### src/rtl/risc16_pkg.sv
// Shared definitions for the 16-bit RISC datapath: ALUOp codes, opcodes, ALU op enum.
// Latency: n/a (types and constants only).
// Backpressure: n/a.
package risc16_pkg;

  // ALUOp values driven by main control
  localparam logic [1:0] ALUOP_RTYPE = 2'b00;
  localparam logic [1:0] ALUOP_BR    = 2'b01;
  localparam logic [1:0] ALUOP_MEM   = 2'b10;

  // Instruction opcodes (instr[15:12]) that select a distinct R-type ALU operation
  localparam logic [3:0] OP_ADD = 4'b0010;
  localparam logic [3:0] OP_SUB = 4'b0011;
  localparam logic [3:0] OP_INV = 4'b0100;
  localparam logic [3:0] OP_SHL = 4'b0101;
  localparam logic [3:0] OP_SHR = 4'b0110;
  localparam logic [3:0] OP_AND = 4'b0111;
  localparam logic [3:0] OP_OR  = 4'b1000;
  localparam logic [3:0] OP_SLT = 4'b1001;

  // 3-bit ALU operation codes
  typedef enum logic [2:0] {
    ALU_ADD = 3'd0,
    ALU_SUB = 3'd1,
    ALU_INV = 3'd2,
    ALU_SHL = 3'd3,
    ALU_SHR = 3'd4,
    ALU_AND = 3'd5,
    ALU_OR  = 3'd6,
    ALU_SLT = 3'd7
  } alu_op_e;

endpackage

### src/rtl/risc16_data_ram.sv
// Small word-addressed data memory: sync write, combinational gated read, async clear.
// Latency: read 0 cycles; a write is visible after the edge that captures it.
// Backpressure: none; every enabled write is accepted.
// Ports: clk, rst_n (async clear of all words), we/wdata (write), re/rdata (read), addr.
module risc16_data_ram #(
  parameter int DATA_WIDTH = 16,
  parameter int MEM_DEPTH  = 8,
  parameter int ADDR_BITS  = 3
) (
  input  logic                  clk,
  input  logic                  rst_n,
  input  logic                  we,
  input  logic                  re,
  input  logic [ADDR_BITS-1:0]  addr,
  input  logic [DATA_WIDTH-1:0] wdata,
  output logic [DATA_WIDTH-1:0] rdata
);

  logic [DATA_WIDTH-1:0] mem [MEM_DEPTH];

  // Reset wins over a coincident write edge and holds writes off while low.
  always_ff @(posedge clk or negedge rst_n) begin
    if (!rst_n) begin
      for (int i = 0; i < MEM_DEPTH; i++) mem[i] <= '0;
    end else if (we) begin
      mem[addr] <= wdata;
    end
  end

  // No write bypass: same-address read shows the old word until the edge.
  assign rdata = re ? mem[addr] : '0;

endmodule

### src/rtl/risc16_exec_mem_stage.sv
// Execute/memory stage: ALU control decode, 16-bit ALU with zero flag, data memory access.
// Latency: decode/ALU/read 0 cycles; memory write visible one edge after issue.
// Backpressure: none; purely combinational apart from the data memory.
// Ports: alu_op/opcode -> alu_cnt; a,b -> alu_result, zero; mem_write/mem_read/
//        mem_write_data -> mem_read_data, addressed by alu_result[ADDR_BITS-1:0].
module risc16_exec_mem_stage
  import risc16_pkg::*;
#(
  parameter int DATA_WIDTH = 16,
  parameter int MEM_DEPTH  = 8,
  parameter int ADDR_BITS  = 3
) (
  input  logic                  clk,
  input  logic                  rst_n,
  input  logic [1:0]            alu_op,
  input  logic [3:0]            opcode,
  input  logic [DATA_WIDTH-1:0] a,
  input  logic [DATA_WIDTH-1:0] b,
  input  logic [DATA_WIDTH-1:0] mem_write_data,
  input  logic                  mem_write,
  input  logic                  mem_read,
  output logic [2:0]            alu_cnt,
  output logic [DATA_WIDTH-1:0] alu_result,
  output logic                  zero,
  output logic [DATA_WIDTH-1:0] mem_read_data
);

  alu_op_e               alu_sel;
  logic [DATA_WIDTH-1:0] alu_res;

  // ALU control: memory ops add, branches subtract, R-type decodes the opcode.
  always_comb begin
    alu_sel = ALU_ADD;
    case (alu_op)
      ALUOP_MEM: alu_sel = ALU_ADD;
      ALUOP_BR:  alu_sel = ALU_SUB;
      ALUOP_RTYPE: begin
        case (opcode)
          OP_ADD:  alu_sel = ALU_ADD;
          OP_SUB:  alu_sel = ALU_SUB;
          OP_INV:  alu_sel = ALU_INV;
          OP_SHL:  alu_sel = ALU_SHL;
          OP_SHR:  alu_sel = ALU_SHR;
          OP_AND:  alu_sel = ALU_AND;
          OP_OR:   alu_sel = ALU_OR;
          OP_SLT:  alu_sel = ALU_SLT;
          default: alu_sel = ALU_ADD;
        endcase
      end
      default: alu_sel = ALU_ADD;
    endcase
  end

  assign alu_cnt = alu_sel;

  // Shifts use the full b as amount; SV shift semantics give 0 for b >= width.
  always_comb begin
    alu_res = '0;
    case (alu_sel)
      ALU_ADD: alu_res = a + b;
      ALU_SUB: alu_res = a - b;
      ALU_INV: alu_res = ~a;
      ALU_SHL: alu_res = a << b;
      ALU_SHR: alu_res = a >> b;
      ALU_AND: alu_res = a & b;
      ALU_OR:  alu_res = a | b;
      ALU_SLT: alu_res = (a < b) ? DATA_WIDTH'(1) : '0;
      default: alu_res = '0;
    endcase
  end

  assign alu_result = alu_res;
  assign zero       = (alu_res == '0);

  // Upper result bits are dropped, so addresses wrap modulo MEM_DEPTH.
  risc16_data_ram #(
    .DATA_WIDTH (DATA_WIDTH),
    .MEM_DEPTH  (MEM_DEPTH),
    .ADDR_BITS  (ADDR_BITS)
  ) u_data_ram (
    .clk   (clk),
    .rst_n (rst_n),
    .we    (mem_write),
    .re    (mem_read),
    .addr  (alu_res[ADDR_BITS-1:0]),
    .wdata (mem_write_data),
    .rdata (mem_read_data)
  );

endmodule

### config.mk
export PLATFORM = sky130hd
export DESIGN_NAME = risc16_exec_mem_stage
export DESIGN_NICKNAME = d
export VERILOG_FILES = /design/src/rtl/risc16_pkg.sv /design/src/rtl/risc16_data_ram.sv /design/src/rtl/risc16_exec_mem_stage.sv
export SDC_FILE = /design/constraint.sdc
export NUM_CORES = 1
export LEC_CHECK = 0
export BUFFER_PORTS_ARGS = -buffer_cell sky130_fd_sc_hd__buf_2
export CAP_MARGIN = 10
export CORE_AREA = 2 2 164 166
export DETAILED_ROUTE_END_ITERATION = 10
export DIE_AREA = 0 0 166 168
export PLACE_DENSITY = 0.69
export SLEW_MARGIN = 20
export SYNTH_ARGS = -nofsm -noshare
export SYNTH_HDL_FRONTEND = slang
export SYNTH_SLANG_ARGS = --single-unit
### constraint.sdc
create_clock -name clk -period 7.05 [get_ports clk]
set_input_delay 0.705 -clock clk [delete_from_list [all_inputs] [get_ports clk]]
set_output_delay 0.705 -clock clk [all_outputs]
set_load 0.1 [all_outputs]
==> results.md, run 1 <==
* Routed via count at 8,727
* # port buffers at 93
* CTS Buf Count at 17
* Initial Util at 39.2%
* Worst EP required at 6340 ps
* Util after Layout at 43.6%
* CTS HTree Levels at 4
* Number of I/O pins at 94
* Vias in the first global route at 8,491
* Rows at 60
* Setup crit end kind: output pin
* PostCTS Resize Cnt at 0
* Top_reg_cell synth: dfrtp_1
* Unrepaired setup endpoints after global routing: false
* Final period utilization at 80.6%
* Post-synth EDFFs at 0
* Remaining global-route overflow at 0
* Vias per inst at 6.21
* Gr usage total at 22.0%
* Power Density at 300 mW/mm^2
* Top delay family on crit path: compound AO/OA/AOI/OAI gates
* Max Clk Rate at 176 MHz
* Die ar. at 0.0279 mm^2
* CTS tree: built
* Slew HR at 27.9%
* Clk_skew at 0 ps
* Antenna violations before repair at 4
* Avg Cell Area, Syn at 10.4 um^2
* Post-CTS Hold Buffers at 0
* DRC viols at 0
* Hold Path Class: in -> async
* Chip height at 168 um
* Most frequent cells in the layout: dfrtp_1, mux2_1, mux2i_1
* Ys Warns at 0
* Sink Count at 128
* Die width at 166 um
* Dpl hpwl at 21,400 um
* Critical Path AT at 4980 ps
* Top flop regs: u_data_ram.mem (128)
* Worst Tran Pin Value at 1080 ps
* Clk buf depth at 2
* Flop-to-flop setup slack at 6220 ps
* FFs w/ async S/R, synth at 100%
* Path depth of the worst reg2reg path at 1
* CP cell instances: buf_2 > inv_2 > ha_1 > inv_1 > o221ai_1 > a41oi_1 > a2111oi_2 > o41ai_1 > a31oi_1 > mux2_1 > o22ai_1 > buf_2
* Clk_lat worst skew at 410 ps
* Setup TNS Final at 0 ps
* CP bufs+invs at 4
* Netlist cell types at 89
* Post-synthesis sequential area ratio at 31.0%
* Maxcap violations at 0
* Share of cells above drive strength 1 at 18.9%
* Reg2reg start: u_data_ram.mem[69]$_DFFE_PN0P_
* Drt pass-1 iters at 6
* CP peak stage delay at 770 ps
* Peak fanout along the critical path at 19
* Final hold vios at 0
* Post-DRT Antenna Nets at 0
* Wirelength per Cell at 21.9 um
* R2R Path End: u_data_ram.mem[69]$_DFFE_PN0P_
* Core Region at 0.0264 mm^2
* Reg clk slew, reported paths at 50 ps
* Slowest cell on crit path: o41ai_1
* Outcome: finished, final reports clean
* Final Critical Period at 5680 ps
* First-pass GRT wire length at 49,300 um
* Setup Crit Path Kind: in -> out
* Final Slew Violations at 0
* P&R area growth vs syn at 11.2%
* Final Setup Violations at 0
* Syn_nets at 1,103
* Cells after synthesis at 995
* Flops & latches, synth at 128
* Commonest non-fill, non-tap cell in the layout: dfrtp_1
* Largest net degree at the start of global routing at 79
* Critical path launch point type: input port
* Worst VDD drop at 0.295 mV
* Nets@finish at 1,159
* Lkg Pwr at 0.00501 uW
* Gpl congestion at 0.951
* Most used cell, CP: buf_2
* Largest Register: u_data_ram.mem
* Root buf cell: clkbuf_16
* Max reg flops at 128
* Setup repair bufs after CTS at 0
* Initial DRC Count at 998
* Synth Cell Area at 0.0103 mm^2
* Final wirelength at 30,800 um
[synth_stat cells (all sizes together) (13+ instances only)]
master / count / area, um^2
a21oi: 36 / 180
a221oi: 19 / 166
buf: 44 / 285
clkbuf: 29 / 109
dfrtp: 128 / 3200
ha: 48 / 601
inv: 55 / 209
mux2: 135 / 1520
mux2i: 101 / 1010
mux4: 23 / 526
nand2: 34 / 128
nand3: 21 / 115
nor2: 46 / 180
nor3: 23 / 138
nor4: 18 / 125
o211ai: 13 / 97.6
o21a: 19 / 143
o21ai: 16 / 80.1
[per-layer routing]
| layer | share of wire, % | vias up | global-route usage, % |
|---|---|---|---|
| met2 | 46 | 394 | 35.2 |
| met1 | 44 | 4361 | 29.8 |
| li1 | - | 3902 | - |
| met3 | 7.4 | 68 | 4.63 |
| met5 | 0.042 | - | 0 |
| met4 | 2.7 | 2 | 7.26 |
[power by group]
part           leakage, uW  switching, uW  total (uW)  internal [uW]
logic              0.00323            861        1380            521
clock network     0.000251            297         782            484
registers          0.00153            182        1280           1100
[kinds of logic (layout without fill, tap and decap cells)]
| group | Yosys count | after routing | synth area share [%] |
|---|---|---|---|
| flip-flops | 128 | 128 | 31.0 |
| other | 0 | 3 | 0 |
| buffers and inverters | 128 | 194 | 5.84 |
| multiplexers | 259 | 259 | 29.6 |
| XOR/XNOR | 8 | 8 | 0.678 |
| adder cells (fa/ha/maj) | 50 | 50 | 6.20 |
| AND/OR/NAND/NOR | 208 | 208 | 11.3 |
| AO/OA/AOI/OAI | 214 | 214 | 15.4 |
[how the worst max path moves through the flow]
stage / start / to / slack (ps) / cells after the start
after detailed placement: b[0] / mem_read_data[15] / 1490 / 13
final: b[3] / alu_result[15] / 1370 / 12
after global routing: b[3] / mem_read_data[14] / 1090 / 14
after floorplan: b[1] / zero / 450 / 13
after CTS: a[2] / mem_read_data[14] / 1470 / 15
after global placement: b[0] / mem_read_data[15] / 1450 / 13
[stage by stage]
step	instance area [um^2]	power, uW	hold WS (ps)	setup WS [ps]	std cells
2_1_floorplan	10300	2360	409	455	995
3_3_place_gp	11000	2610	466	1450	1373
3_5_place_dp	11000	2650	474	1490	1373
4_1_cts	11500	3450	341	1470	1402
5_1_grt	11500	3640	367	1090	1403
6_report	11500	3440	316	1370	1405
[area by class of cell]
type                    instances  area (um^2)
multi-input cells             739         6520
fillers                      2500        14900
clock buffers                  22          454
diodes                          3         7.51
repair buffers                110          596
inverters                      55          209
flip-flops and latches        128         3200
well taps                     341          427
clock inverters                 7         65.1
(Power assumes the default switching activity.)
==> run 2, diff against run 1 <==
Settings changed: ABC_AREA set to 1, CORE_AREA 2 2 164 166 to 2 2 163 165, DIE_AREA 0 0 166 168 to 0 0 165 167.
Clock period 7.05 ns to 5.76 ns, I/O delays scaled along.
==> run 2 against run 1 <==
  * Global-route usage up 0.90 points
  * Routed wire length up 1.9%
  * Worst hold slack worse by 97 ps
  * Largest cell class unchanged
==> results.md, run 2 <==
* Most used cell, CP: nand2_1
* Antenna violations before repair at 2
* First-pass GRT wire length at 49,900 um
* Max Clk Rate at 209 MHz
* Die width at 165 um
* Remaining global-route overflow at 0
* Top_reg_cell synth: dfrtp_1
* Share of cells above drive strength 1 at 13.0%
* Largest area contributor in the netlist: dfrtp_1
* Hold Path Class: in -> async
* Wirelength per Cell at 16.4 um
* Placed insts at 1,878
* Power Density at 388 mW/mm^2
* Nets@finish at 1,670
* Worst Tran Pin Value at 948 ps
* Vias in the first global route at 9,563
* Non-filler cells, final at 1,912
* Critical Path AT at 4220 ps
* Sw Ratio at 41.6%
* Gpl congestion at 0.980
* Most frequent cells in the layout: nand2_1, nand3_1, inv_1
* Flops & latches, synth at 128
* Final Setup Violations at 0
* P_sw at 1850 uW
* Combinational power share at 40.8%
* Sink Count at 128
* Netlist cell types at 46
* Clk_lat worst skew at 410 ps
* CTS HTree Levels at 4
* Setup crit end kind: output pin
* Largest net degree at the start of global routing at 84
* Routed via count at 10,155
* DRC viols at 0
* Seq pwr share at 34.7%
* Rows at 59
* Setup Crit Path Kind: in -> out
* Final Critical Period at 4790 ps
* Lkg Pwr at 0.00588 uW
* Synth top area share at 31.7%
* Top delay family on crit path: buffers and inverters
* Top flop regs: u_data_ram.mem (128)
* Reg clk slew, reported paths at 60 ps
* Largest Register: u_data_ram.mem
* Max reg flops at 128
* Clk_skew at 0 ps
* Clock Power Share at 24.5%
* Setup TNS Final at 0 ps
* Slew HR at 36.8%
* CTS tree: built
* FFs w/ async S/R, synth at 100%
* Final Slew Violations at 0
* Post-CTS Hold Buffers at 0
* Top cells by area, synth: dfrtp_1, nand2_1, nand3_1
* Worst VDD drop at 0.350 mV
* Initial DRC Count at 935
* Gr usage total at 22.9%
* Outcome: finished, final reports clean
* Final period utilization at 83.2%
* Worst EP required at 5180 ps
* Final hold vios at 0
* Maxcap violations at 0
* Critical path launch point type: input port
* CP cell instances: buf_2 > inv_1 > buf_4 > ha_1 > inv_1 > a21oi_1 > nand2_1 > nand4_1 > nand3_1 > nand2_1 > nand2_1 > nand2_1 > nand4_1 > nand4_4 > buf_4 > o21ai_0 > nand2_1 > nand3_1 > nor2_1 > buf_12
* Drt pass-1 iters at 6
* Peak fanout along the critical path at 83
* Initial Util at 39.3%
* CTS Buf Count at 17
* Unrepaired setup endpoints after global routing: false
* Final wirelength at 31,400 um
* Post-synthesis sequential area ratio at 31.7%
* PostCTS Resize Cnt at 0
* Dpl hpwl at 22,500 um
* Ys Warns at 0
* Root buf cell: clkbuf_16
* Most frequent cell after synthesis: nand2_1
* Core Region at 0.0258 mm^2
* Cells after synthesis at 1,516
* Number of I/O pins at 94
* Avg Cell Area, Syn at 6.68 um^2
* Syn_nets at 1,624
* Post-synth EDFFs at 0
* Vias per inst at 5.31
* Internal power at 2600 uW
* Slowest cell on crit path: buf_4
* Commonest non-fill, non-tap cell in the layout: nand2_1
* Synth Cell Area at 0.0101 mm^2
* Setup repair bufs after CTS at 0
* Post-DRT Antenna Nets at 0
* CP bufs+invs at 6
* CP peak stage delay at 720 ps
* Clk buf depth at 2
* # port buffers at 93
* Post-synth top cells: nand2_1, nand3_1, inv_1
* Chip height at 167 um
* P&R area growth vs syn at 13.4%
* Die ar. at 0.0276 mm^2
[run 2: stage by stage]
step                hold slack, ps  util, %  power, uW  setup WS, ps  area, um^2
global placement               459     42.2       3310          1090       10900
floorplan                      280        -       2880           480       10100
detailed placement             463     42.2       3360          1070       10900
finish                         219     44.5       4460           968       11500
CTS                            249     44.5       4470          1040       11500
global route                   281     44.5       4750           659       11500
[run 2: worst register-to-register path: stages (launching register included)]
cell	delay, ps
dfrtp_1	350
inv_1	60
o21ai_0	220
[run 2: logic make-up (layout without fill, tap and decap cells)]
family / after synthesis / after routing / share of synthesized area [%]
AND/OR/NAND/NOR: 820 / 820 / 35.3
AO/OA/AOI/OAI: 282 / 282 / 15.5
adder cells (fa/ha/maj): 50 / 50 / 6.33
XOR/XNOR: 9 / 9 / 0.779
other: 0 / 2 / 0
flip-flops: 128 / 128 / 31.7
buffers and inverters: 227 / 286 / 10.4
[run 2: final cells by class]
class | count | area, um^2
fillers | 2652 | 14300
multi-input cells | 1161 | 5870
flip-flops and latches | 128 | 3200
repair buffers | 104 | 806
inverters | 150 | 568
clock buffers | 18 | 439
well taps | 335 | 419
clock inverters | 14 | 165
diodes | 2 | 5.00
[run 2: per-layer routing]
metal / vias to the layer above / track usage (%) / routed length, um
li1: 4989 / - / -
met5: - / 0 / 0
met2: 365 / 36.6 / 14700
met1: 4757 / 30.8 / 13700
met3: 44 / 4.11 / 2130
met4: 0 / 8.32 / 815
[run 2: power groups by stage]
| stage | Combinational (uW) | Sequential (uW) | Clock [uW] |
|---|---|---|---|
| 6_report | 1820 | 1550 | 1090 |
| 5_1_grt | 2000 | 1590 | 1150 |
| 4_1_cts | 1820 | 1540 | 1100 |
| 3_5_place_dp | 1810 | 1550 | 0 |
| 3_3_place_gp | 1780 | 1530 | 0 |
| 2_1_floorplan | 1390 | 1490 | 0 |
[run 2: final timing paths]
kind                                                 start                               to  slack, ps  cells past startpoint
min                                                  rst_n   u_data_ram.mem[63]$_DFFE_PN0P_        220                      1
max reg2reg                 u_data_ram.mem[96]$_DFFE_PN0P_   u_data_ram.mem[96]$_DFFE_PN0P_       5030                      2
min in group clk                         mem_write_data[7]  u_data_ram.mem[103]$_DFFE_PN0P_        390                      3
min reg2reg                u_data_ram.mem[126]$_DFFE_PN0P_  u_data_ram.mem[126]$_DFFE_PN0P_        480                      2
max                                                   b[3]                 mem_read_data[6]        970                     20
max in group asynchronous                            rst_n   u_data_ram.mem[93]$_DFFE_PN0P_       4170                      2
